`src/rtl/dom1_skinny_host_pkg.sv`:
```
// Shared constants, FSM encoding and load-frame layout
// for the DOM-1 Skinny-128-384+ host controller.
package dom1_skinny_host_pkg;

    localparam int BYTE_W    = 8;
    localparam int FIELD_W   = 128;
    localparam int IN_BYTES  = 112;
    localparam int OUT_BYTES = 32;
    localparam int TX_W      = IN_BYTES * BYTE_W;
    localparam int RX_W      = OUT_BYTES * BYTE_W;
    localparam int CNT_W     = 7;

    localparam logic [CNT_W-1:0] IN_LAST  = 7'(IN_BYTES - 1);
    localparam logic [CNT_W-1:0] OUT_LAST = 7'(OUT_BYTES - 1);

    localparam int OFF_ST_SH1  = 6 * FIELD_W;
    localparam int OFF_ST_SH0  = 5 * FIELD_W;
    localparam int OFF_KEY_SH1 = 4 * FIELD_W;
    localparam int OFF_KEY_SH0 = 3 * FIELD_W;
    localparam int OFF_TWEAK   = 2 * FIELD_W;
    localparam int OFF_CNT     = 1 * FIELD_W;
    localparam int OFF_RSEED   = 0;

    typedef enum logic [1:0] {
        S_IDLE    = 2'd0,
        S_LOAD    = 2'd1,
        S_COLLECT = 2'd2,
        S_RESP    = 2'd3
    } state_t;

    // A zero-seeded LFSR never leaves zero, so force a nonzero seed.
    function automatic logic [FIELD_W-1:0] fix_seed(
        input logic [FIELD_W-1:0] s
    );
        return (s == '0) ? FIELD_W'(1) : s;
    endfunction

endpackage

```
`src/rtl/dom1_skinny_host_ctrl_if.sv`:
```
// Byte-serial link between the host controller and the core:
// di carries the load frame in, do carries the masked result out.
interface dom1_skinny_host_ctrl_if;

    logic [7:0] core_di_data;
    logic       core_di_valid;
    logic       core_di_ready;
    logic [7:0] core_do_data;
    logic       core_do_valid;
    logic       core_do_ready;

    modport master (
        output core_di_data,
        output core_di_valid,
        input  core_di_ready,
        input  core_do_data,
        input  core_do_valid,
        output core_do_ready
    );

    modport slave (
        input  core_di_data,
        input  core_di_valid,
        output core_di_ready,
        output core_do_data,
        output core_do_valid,
        input  core_do_ready
    );

endinterface

```
`src/rtl/dom1_skinny_host_shreg.sv`:
```
// Byte-wide shift register with parallel load and read;
// shifts left by one byte, new byte enters at the LSB.
module dom1_skinny_host_shreg
    import dom1_skinny_host_pkg::*;
#(
    parameter int BYTES = 16
) (
    input  logic                    clk,
    input  logic                    rst,
    input  logic                    load,
    input  logic [BYTES*BYTE_W-1:0] load_data,
    input  logic                    shift,
    input  logic [BYTE_W-1:0]       shift_in,
    output logic [BYTES*BYTE_W-1:0] q
);

    // Load has priority over shift.
    always_ff @(posedge clk) begin
        if (rst) begin
            q <= '0;
        end else if (load) begin
            q <= load_data;
        end else if (shift) begin
            q <= {q[BYTES*BYTE_W-BYTE_W-1:0], shift_in};
        end
    end

endmodule

```
`src/rtl/dom1_skinny_host_ctrl.sv`:
```
// Host-side initiator: share-splits a request, streams the load frame
// to the core, gathers the masked result and recombines the shares.
module dom1_skinny_host_ctrl
    import dom1_skinny_host_pkg::*;
(
    input  logic         clk,
    input  logic         rst,
    input  logic         req_valid,
    output logic         req_ready,
    input  logic [127:0] req_pt,
    input  logic [127:0] req_key,
    input  logic [127:0] req_tweak,
    input  logic [127:0] req_cnt,
    input  logic [383:0] req_rand,
    output logic         rsp_valid,
    input  logic         rsp_ready,
    output logic [127:0] rsp_ct,
    dom1_skinny_host_ctrl_if.master core
);

    state_t state;
    state_t state_nx;

    logic [CNT_W-1:0]     cnt;
    logic [TX_W-1:0]      tx_ld;
    logic [TX_W-1:0]      tx_q;
    logic [RX_W-1:0]      rx_q;
    logic [RX_W-1:0]      rx_fin;
    logic [BYTE_W-1:0]    tx_head;
    logic [TX_W-9:0]      tx_tail_unused;
    logic [BYTE_W-1:0]    rx_top_unused;
    logic [FIELD_W-1:0]   st_m;
    logic [FIELD_W-1:0]   key_m;

    logic di_valid;
    logic do_ready;
    logic acc;
    logic di_fire;
    logic do_fire;
    logic rsp_fire;
    logic di_last;
    logic do_last;

    assign st_m  = req_rand[383:256];
    assign key_m = req_rand[255:128];

    assign {tx_head, tx_tail_unused} = tx_q;
    assign rx_top_unused = rx_q[RX_W-1 -: BYTE_W];
    assign rx_fin = {rx_q[RX_W-BYTE_W-1:0], core.core_do_data};

    assign acc      = req_valid & req_ready;
    assign di_fire  = di_valid & core.core_di_ready;
    assign do_fire  = do_ready & core.core_do_valid;
    assign rsp_fire = rsp_valid & rsp_ready;
    assign di_last  = di_fire & (cnt == IN_LAST);
    assign do_last  = do_fire & (cnt == OUT_LAST);

    // Assemble the load frame; st_sh1 sits in the top bytes.
    always_comb begin
        tx_ld = '0;
        tx_ld[OFF_ST_SH1  +: FIELD_W] = req_pt ^ st_m;
        tx_ld[OFF_ST_SH0  +: FIELD_W] = st_m;
        tx_ld[OFF_KEY_SH1 +: FIELD_W] = req_key ^ key_m;
        tx_ld[OFF_KEY_SH0 +: FIELD_W] = key_m;
        tx_ld[OFF_TWEAK   +: FIELD_W] = req_tweak;
        tx_ld[OFF_CNT     +: FIELD_W] = req_cnt;
        tx_ld[OFF_RSEED   +: FIELD_W] = fix_seed(req_rand[127:0]);
    end

    dom1_skinny_host_shreg #(
        .BYTES (IN_BYTES)
    ) u_tx (
        .clk       (clk),
        .rst       (rst),
        .load      (acc),
        .load_data (tx_ld),
        .shift     (di_fire),
        .shift_in  (8'h00),
        .q         (tx_q)
    );

    dom1_skinny_host_shreg #(
        .BYTES (OUT_BYTES)
    ) u_rx (
        .clk       (clk),
        .rst       (rst),
        .load      (acc),
        .load_data ('0),
        .shift     (do_fire),
        .shift_in  (core.core_do_data),
        .q         (rx_q)
    );

    // State register.
    always_ff @(posedge clk) begin
        if (rst) begin
            state <= S_IDLE;
        end else begin
            state <= state_nx;
        end
    end

    // Next-state logic.
    always_comb begin
        state_nx = state;
        unique case (state)
            S_IDLE:    if (req_valid) state_nx = S_LOAD;
            S_LOAD:    if (di_last)   state_nx = S_COLLECT;
            S_COLLECT: if (do_last)   state_nx = S_RESP;
            S_RESP:    if (rsp_fire)  state_nx = S_IDLE;
            default:   state_nx = S_IDLE;
        endcase
    end

    // Moore outputs decoded from the state.
    always_comb begin
        req_ready = 1'b0;
        di_valid  = 1'b0;
        do_ready  = 1'b0;
        rsp_valid = 1'b0;
        unique case (state)
            S_IDLE:    req_ready = 1'b1;
            S_LOAD:    di_valid  = 1'b1;
            S_COLLECT: do_ready  = 1'b1;
            S_RESP:    rsp_valid = 1'b1;
            default:   req_ready = 1'b0;
        endcase
        core.core_di_valid = di_valid;
        core.core_do_ready = do_ready;
        core.core_di_data  = di_valid ? tx_head : 8'h00;
    end

    // Byte counter, shared by the load and collect phases.
    always_ff @(posedge clk) begin
        if (rst) begin
            cnt <= '0;
        end else if (acc || di_last || do_last) begin
            cnt <= '0;
        end else if (di_fire || do_fire) begin
            cnt <= cnt + 7'd1;
        end
    end

    // Recombine shares once, including the byte arriving now.
    always_ff @(posedge clk) begin
        if (rst) begin
            rsp_ct <= '0;
        end else if (do_last) begin
            rsp_ct <= rx_fin[RX_W-1:FIELD_W] ^ rx_fin[FIELD_W-1:0];
        end
    end

endmodule

```
`src/flat_wrapper.sv`:
```
// flat-port wrapper written by rule: the top's interface ports become plain ports
module dom1_skinny_host_ctrl_flat import dom1_skinny_host_pkg::*;
  (clk, rst, req_valid, req_ready, req_pt, req_key, req_tweak, req_cnt, req_rand, rsp_valid, rsp_ready, rsp_ct, core_core_di_data, core_core_di_valid, core_core_di_ready, core_core_do_data, core_core_do_valid, core_core_do_ready);
  dom1_skinny_host_ctrl_if core_i ();
  input  logic clk;
  input  logic rst;
  input  logic req_valid;
  output logic req_ready;
  input  logic [127:0] req_pt;
  input  logic [127:0] req_key;
  input  logic [127:0] req_tweak;
  input  logic [127:0] req_cnt;
  input  logic [383:0] req_rand;
  output logic rsp_valid;
  input  logic rsp_ready;
  output logic [127:0] rsp_ct;
  output wire logic [$bits(core_i.core_di_data)-1:0] core_core_di_data;
  output wire logic [$bits(core_i.core_di_valid)-1:0] core_core_di_valid;
  input wire logic [$bits(core_i.core_di_ready)-1:0] core_core_di_ready;
  input wire logic [$bits(core_i.core_do_data)-1:0] core_core_do_data;
  input wire logic [$bits(core_i.core_do_valid)-1:0] core_core_do_valid;
  output wire logic [$bits(core_i.core_do_ready)-1:0] core_core_do_ready;
  assign core_core_di_data = core_i.core_di_data;
  assign core_core_di_valid = core_i.core_di_valid;
  assign core_i.core_di_ready = core_core_di_ready;
  assign core_i.core_do_data = core_core_do_data;
  assign core_i.core_do_valid = core_core_do_valid;
  assign core_core_do_ready = core_i.core_do_ready;
  dom1_skinny_host_ctrl u_core (.clk(clk), .rst(rst), .req_valid(req_valid), .req_ready(req_ready), .req_pt(req_pt), .req_key(req_key), .req_tweak(req_tweak), .req_cnt(req_cnt), .req_rand(req_rand), .rsp_valid(rsp_valid), .rsp_ready(rsp_ready), .rsp_ct(rsp_ct), .core(core_i));
endmodule
```
`config.mk`:
```
export PLATFORM = sky130hd
export DESIGN_NAME = dom1_skinny_host_ctrl_flat
export DESIGN_NICKNAME = d
export VERILOG_FILES = /design/src/rtl/dom1_skinny_host_pkg.sv /design/src/rtl/dom1_skinny_host_ctrl_if.sv /design/src/rtl/dom1_skinny_host_shreg.sv /design/src/rtl/dom1_skinny_host_ctrl.sv /design/src/flat_wrapper.sv
export SDC_FILE = /design/constraint.sdc
export NUM_CORES = 2
export LEC_CHECK = 0
export CORE_AREA = 3 3 411 413
export DETAILED_ROUTE_END_ITERATION = 16
export DIE_AREA = 0 0 414 416
export SLEW_MARGIN = 40
export SYNTH_ARGS = -nofsm -noshare
export SYNTH_HDL_FRONTEND = slang
export SYNTH_SLANG_ARGS = --single-unit
export TNS_END_PERCENT = 50
```
`constraint.sdc`:
```
create_clock -name clk -period 1.89 [get_ports clk]
set_input_delay 0.378 -clock clk [delete_from_list [all_inputs] [get_ports clk]]
set_output_delay 0.378 -clock clk [all_outputs]
set_load 0.02 [all_outputs]
```
* After elaboration in Yosys (flattened, before gate mapping)
Cells that the tools add are included.
** Cells by class
- Reduce and logical (&&, ||, !) cells :: 9
- $mul :: 0
- Div/mod/pow operators :: 0
- Muxes and demuxes :: 13
- Shifts and indexed selects :: 0
- $add $sub $neg :: 1
- Bitwise operators :: 9
- Order comparisons :: 0
- Eq/ne operators :: 9
** Operator list (count)
- 2-to-1 mux 896 bit :: 2
- bitwise XOR 128 bit :: 3
- logical NOT 128 bit :: 1
- 2-to-1 mux 128 bit :: 1
- 2-to-1 mux 2 bit :: 4
- 2-to-1 mux 8 bit :: 1
- one-hot mux 2 bit (4 select lines) :: 1
- adder 7 x 1 -> 7 bit (second input constant) :: 1
- == test 7 x 5 -> 1 bit (second input constant) :: 1
- == test 7 bit (second input constant) :: 1
- AND 1 bit :: 6
- inequality test 2 x 1 -> 1 bit (second input constant) :: 3
- == test 2 bit (second input constant) :: 2
- 2-to-1 mux 1 bit :: 4
- AND reduction 4 bit :: 1
- OR reduction 2 bit :: 2
- logical OR 1 bit :: 3
- == test 2 x 1 -> 1 bit (second input constant) :: 1
- logical NOT 2 bit :: 1
- inequality test 2 bit (second input constant) :: 1
- nonzero test 2 bit :: 1
** Word-level totals
- Output and inout bits :: 140
- Bits in latches :: 0
- Logic and storage cells :: 46
- Bits in writable memories :: 0
- Memories :: 0
- ROM bits :: 0
- Register bits after elaboration :: 1281
- Input port bits :: 910

* Logic depth before layout (Yosys ltp)
- Depth after elaboration :: 7
- Mapped depth :: 10
- Gate-level depth less buffers :: 7

* By module
A second synthesis with hierarchy kept.
** Second synthesis, totals
- Cells, all modules :: 6303
- Area, all modules :: 63487.1 um^2
** Modules (own cells, without submodules)
- dom1_skinny_host_shreg at u_core.u_tx :: cells an instance 3984, seq. area each 17937.2 um^2, instances 1, area an instance 41333.4 um^2
- dom1_skinny_host_shreg at u_core.u_rx :: cells an instance 1138, seq. area each 5124.9 um^2, instances 1, area an instance 13137.6 um^2
- dom1_skinny_host_ctrl :: cells an instance 1181, seq. area each 2742.6 um^2, instances 1, area an instance 9016.1 um^2

* Worst setup path after synthesis
OpenSTA, ideal clock, no wires.
- Kind :: register -> register
- From :: register u_core.state[1]
- To :: register u_core.state[0]
- Library setup time :: 122 ps
- Stages on the path, launching flop included :: 8
- Setup slack :: -281 ps
- Clock period less this slack :: 2171 ps
- Path buffers :: 1
- Arrival :: 2049 ps
- Data required time :: 1768 ps
- Cell sequence :: dfxtp_1 -> inv_1 -> ha_1 -> buf_4 -> nand2_2 -> or4b_4 -> a221o_1 -> o311a_1
** Between the ends
- Cells in the longest elaborated chain, start to end :: 6
- Elaborated cells between the ends (all ways) :: 18
- Classes of those cells :: 7 x eq/ne; 4 x mux; 5 x bitwise; 2 x reduce/logical
** RTL lines
- start, declared :: RTL line dom1_skinny_host_ctrl.sv:21 : state_t state;
- start signal, assigned :: RTL line dom1_skinny_host_ctrl.sv:99 : state <= state_nx;
- == test 2 x 1 -> 1 bit :: RTL line dom1_skinny_host_ctrl.sv:121 : unique case (state)
- 2-to-1 mux 1 bit :: RTL line dom1_skinny_host_ctrl.sv:121
- named net core_core_di_valid :: RTL line flat_wrapper.sv:18 : output wire logic [$bits(core_i.core_di_valid)-1:0] core_core_di_valid;
- AND 1 bit :: RTL line dom1_skinny_host_ctrl.sv:52 : assign di_fire = di_valid & core.core_di_ready;
- AND 1 bit :: RTL line dom1_skinny_host_ctrl.sv:55 : assign di_last = di_fire & (cnt == IN_LAST);
- inequality test 2 x 1 -> 1 bit (no line)
- AND reduction 4 bit (no line)
The timed path passes the listed nets, and every way through them passes these cells.
A chain may end at the register's enable or synchronous reset.

* Worst setup path after layout
- From :: register u_core.state[1]
- To :: register u_core.rsp_ct[121]
** Between the ends
- Cells in the longest elaborated chain, start to end :: 4
** RTL lines
- == test 2 bit :: RTL line dom1_skinny_host_ctrl.sv:121
- 2-to-1 mux 1 bit :: RTL line dom1_skinny_host_ctrl.sv:121
- AND 1 bit :: RTL line dom1_skinny_host_ctrl.sv:53 : assign do_fire = do_ready & core.core_do_valid;
- AND 1 bit :: RTL line dom1_skinny_host_ctrl.sv:56 : assign do_last = do_fire & (cnt == OUT_LAST);
- end signal, assigned :: RTL line dom1_skinny_host_ctrl.sv:149 : rsp_ct <= rx_fin[RX_W-1:FIELD_W] ^ rx_fin[FIELD_W-1:0];
- end, declared :: RTL line dom1_skinny_host_ctrl.sv:17 : output logic [127:0] rsp_ct,
Every way passes these cells.

==> flow_metrics.tcl <==
set metrics [dict create \
    cts_tree "done" \
    cts_buffers 144 \
    whs_ns 0.165 \
    syn_to_final_growth_pct 44.1 \
    wirelength_mm 235 \
    detail-route-antenna-nets 0 \
    dieArea_sq_um 172000 \
    fin_crit_sh_pct 114 \
    slew_headroom_pct 56.9 \
    fin_nets 9037 \
    layout_setup_ws_ns -0.260 \
    clock.fmax_mhz 465 \
    drv_cap 0 \
    worst-setup-path-type "register to register" \
    setup_viol_count_final 1025 \
    ys_top_cells_by_area "dfxtp_1, nand2_1, a311oi_1, nor2_1, xor2_1" \
    hold_path.class "primary input to register" \
    endpoint_kind "register" \
    vias 55060 \
    rsz0062_at_grt "true" \
    die_h_um 416 \
    grt_antenna_before_repair 11 \
    drt_first_iter_violations 4756 \
    grt_first_pass_wirelength_mm 342 \
    grt_util_all_layers_pct 25.8 \
    drc 0 \
    status "finished with violations" \
    violations "setup timing" \
    report.final.slew_viol_count 0 \
    hpwlAfterDp_mm 171 \
    clock_path_buffers 3 \
    gp_congestion 0.966 \
    io_buffers 1049 \
    skew_ns 0.0542 \
    htree_levels 4 \
    rows 149 \
    worstPathRequired_ns 2.55 \
    synth_cell_types 30 \
    insertion_delay_ns 0.77 \
    grt_pass1_vias 53127 \
    startpoint_type "register" \
    syn_nets 7874 \
    synth.cell_area_sq_um 54500 \
    clkTransAtPathRegs_ns 0.06 \
    coreArea_sq_um 165000 \
    die_x_um 414 \
    cp.arrival_ns 2.80 \
    cts_sinks 1281 \
    yosys.area.top_type "dfxtp_1" \
    root_buffer "clkbuf_16" \
    dp_slack_ns -1.08 \
    netlist.area_leader.share_pct 47.1 \
    grt_start_max_net_pins 117 \
    synth_seq_cells 1281 \
    finalHoldViolations 0 \
    syn_inst 6959 \
    drive_above_1_share_pct 12.6 \
    leakage_nw 28.0 \
    vdd_drop_max_uv 848 \
    ios 1050 \
    power-per-cell-area_nw_per_um2 1370 \
    vias_per_cell 5.28 \
    worst_slew_pin_slew_ns 0.647 \
    crit_fanout 16 \
    dr.pass1.iters 5 \
    ys_warn_count 0 \
    routedWlPerCell_um 22.5 \
    start_util_pct 33.0 \
    seq_area_frac_synth_pct 47.1 \
    grt_remaining_overflow 0 \
    synth.avg_cell_area_sq_um 7.83 \
    min_period_ns 2.15 \
]
worst max-delay path: stages, from the launching register on:
cell,delay (ns)
dfxtp_2,0.32
buf_4,0.13
buf_6,0.11
ha_4,0.15
buf_4,0.12
nand4b_1,0.12
buf_4,0.14
nor3_4,0.03
buf_4,0.15
clkbuf_16,0.18
buf_4,0.15
clkbuf_16,0.17
a211oi_1,0.25
logic make-up after synthesis:
| group | Yosys count | synth area share (%) |
|---|---|---|
| compound gates | 1281 | 18.5 |
| xor+xnor | 390 | 6.27 |
| fa+ha+maj | 5 | 0.115 |
| buf+inv | 626 | 4.46 |
| flops | 1281 | 47.1 |
| mux | 1 | 0.0184 |
| simple gates | 3375 | 23.5 |
cell usage after synthesis:
| library cell | n |
|---|---|
| o22ai_1 | 1 |
| nor2_1 | 1032 |
| a221oi_1 | 1 |
| nand4_1 | 10 |
| or4b_4 | 1 |
| ha_1 | 5 |
| clkbuf_1 | 526 |
| xor2_1 | 260 |
| nand2_1 | 2278 |
| buf_4 | 1 |
| nor3_1 | 2 |
| and2_1 | 11 |
| or3_1 | 1 |
| nand2_2 | 1 |
| a221o_1 | 1 |
| dfxtp_1 | 1281 |
| xnor2_1 | 130 |
| mux2i_1 | 1 |
| nand4b_1 | 1 |
| nand3_1 | 4 |
| inv_1 | 5 |
| a211oi_1 | 128 |
| o21ai_0 | 2 |
| buf_1 | 31 |
| nor4_1 | 34 |
| a22oi_1 | 7 |
| a311oi_1 | 888 |
| a21oi_1 | 252 |
| buf_2 | 63 |
| o311a_1 | 1 |
what timing repair did:
item / in CTS / in global routing
endpoints found under the setup margin: 1104 / 1296
pin swaps: 62 / 18
gates cloned: 39 / 9
hold buffers: 1 / 0
buffers inserted: 33 / 6
endpoints found under the hold margin: 2 / 0
resized for setup: 561 / 73
cell usage in the layout (no fill, tap or decap), types with 25 or more instances in the layout:
cell	netlist	routed
a211oi_1	128	102
a211oi_2	0	26
a21oi_1	252	252
a311oi_1	888	856
a311oi_2	0	32
buf_12	0	119
buf_16	0	45
buf_4	1	375
buf_6	0	26
clkbuf_1	526	28
clkbuf_16	0	151
clkbuf_8	0	38
clkdlybuf4s15_1	0	28
clkdlybuf4s15_2	0	76
clkdlybuf4s50_1	0	908
dfxtp_1	1281	1255
dfxtp_2	0	25
nand2_1	2278	2271
nor2_1	1032	1031
nor4_1	34	27
xnor2_1	130	130
xor2_1	260	260
final timing paths:
check / from / endpoint / slack, ns / cells past startpoint
setup / recovery: u_core.state[1] / u_core.rsp_ct[121] / -0.26 / 12
hold / removal: req_tweak[67] / u_core.u_tx.q[323] / 0.17 / 3
setup reg to reg: u_core.state[1] / u_core.rsp_ct[121] / -0.26 / 12
hold reg to reg: u_core.u_tx.q[294] / u_core.u_tx.q[302] / 0.44 / 2
power breakdown:
part	internal [mW]	switching [mW]	total, mW
Combinational	17.6	22.0	39.6
Clock	17.1	12.3	29.4
Sequential	34.1	4.23	38.3
cell type report:
cell class	instances	area, sq um
Clock buffer	210	4230
Clock inverter	51	818
Inverter	5	18.8
Antenna cell	9	22.5
Tap cell	2189	2740
Multi-Input combinational cell	5052	26900
Timing Repair Buffer	1638	18100
Fill cell	15899	86600
Sequential cell	1281	25700
routing by layer:
layer | vias to the layer above | track usage (%) | share of wire (%)
met5 | - | 0 | 0.0030
met1 | 26452 | 31.8 | 41
met2 | 1967 | 44.6 | 49
li1 | 26245 | - | -
met3 | 394 | 4.00 | 5.5
met4 | 2 | 11.0 | 4.6
through the flow:
step	utilization (%)	TNS [ns]	instance area, sq um	total power [mW]	std cells
after global placement	42.8	-403.96	70800	71.9	10079
after floorplan	-	-82.09	54700	57.8	6959
after CTS	47.2	-102.12	78000	107	10413
final	47.6	-84.21	78500	107	10435
after detailed placement	42.8	-430.09	70800	72.6	10079
after global routing	47.6	-208.97	78500	113	10435
state kept, by name, summed over array words and instances (netlist names):
| name | count |
|---|---|
| u_core.rsp_ct | 128 |
| u_core.u_rx.q | 248 |
| u_core.u_tx.q | 896 |
| u_core.state | 2 |
| u_core.cnt | 7 |
Note: power is estimated with default switching activity, not from simulation.
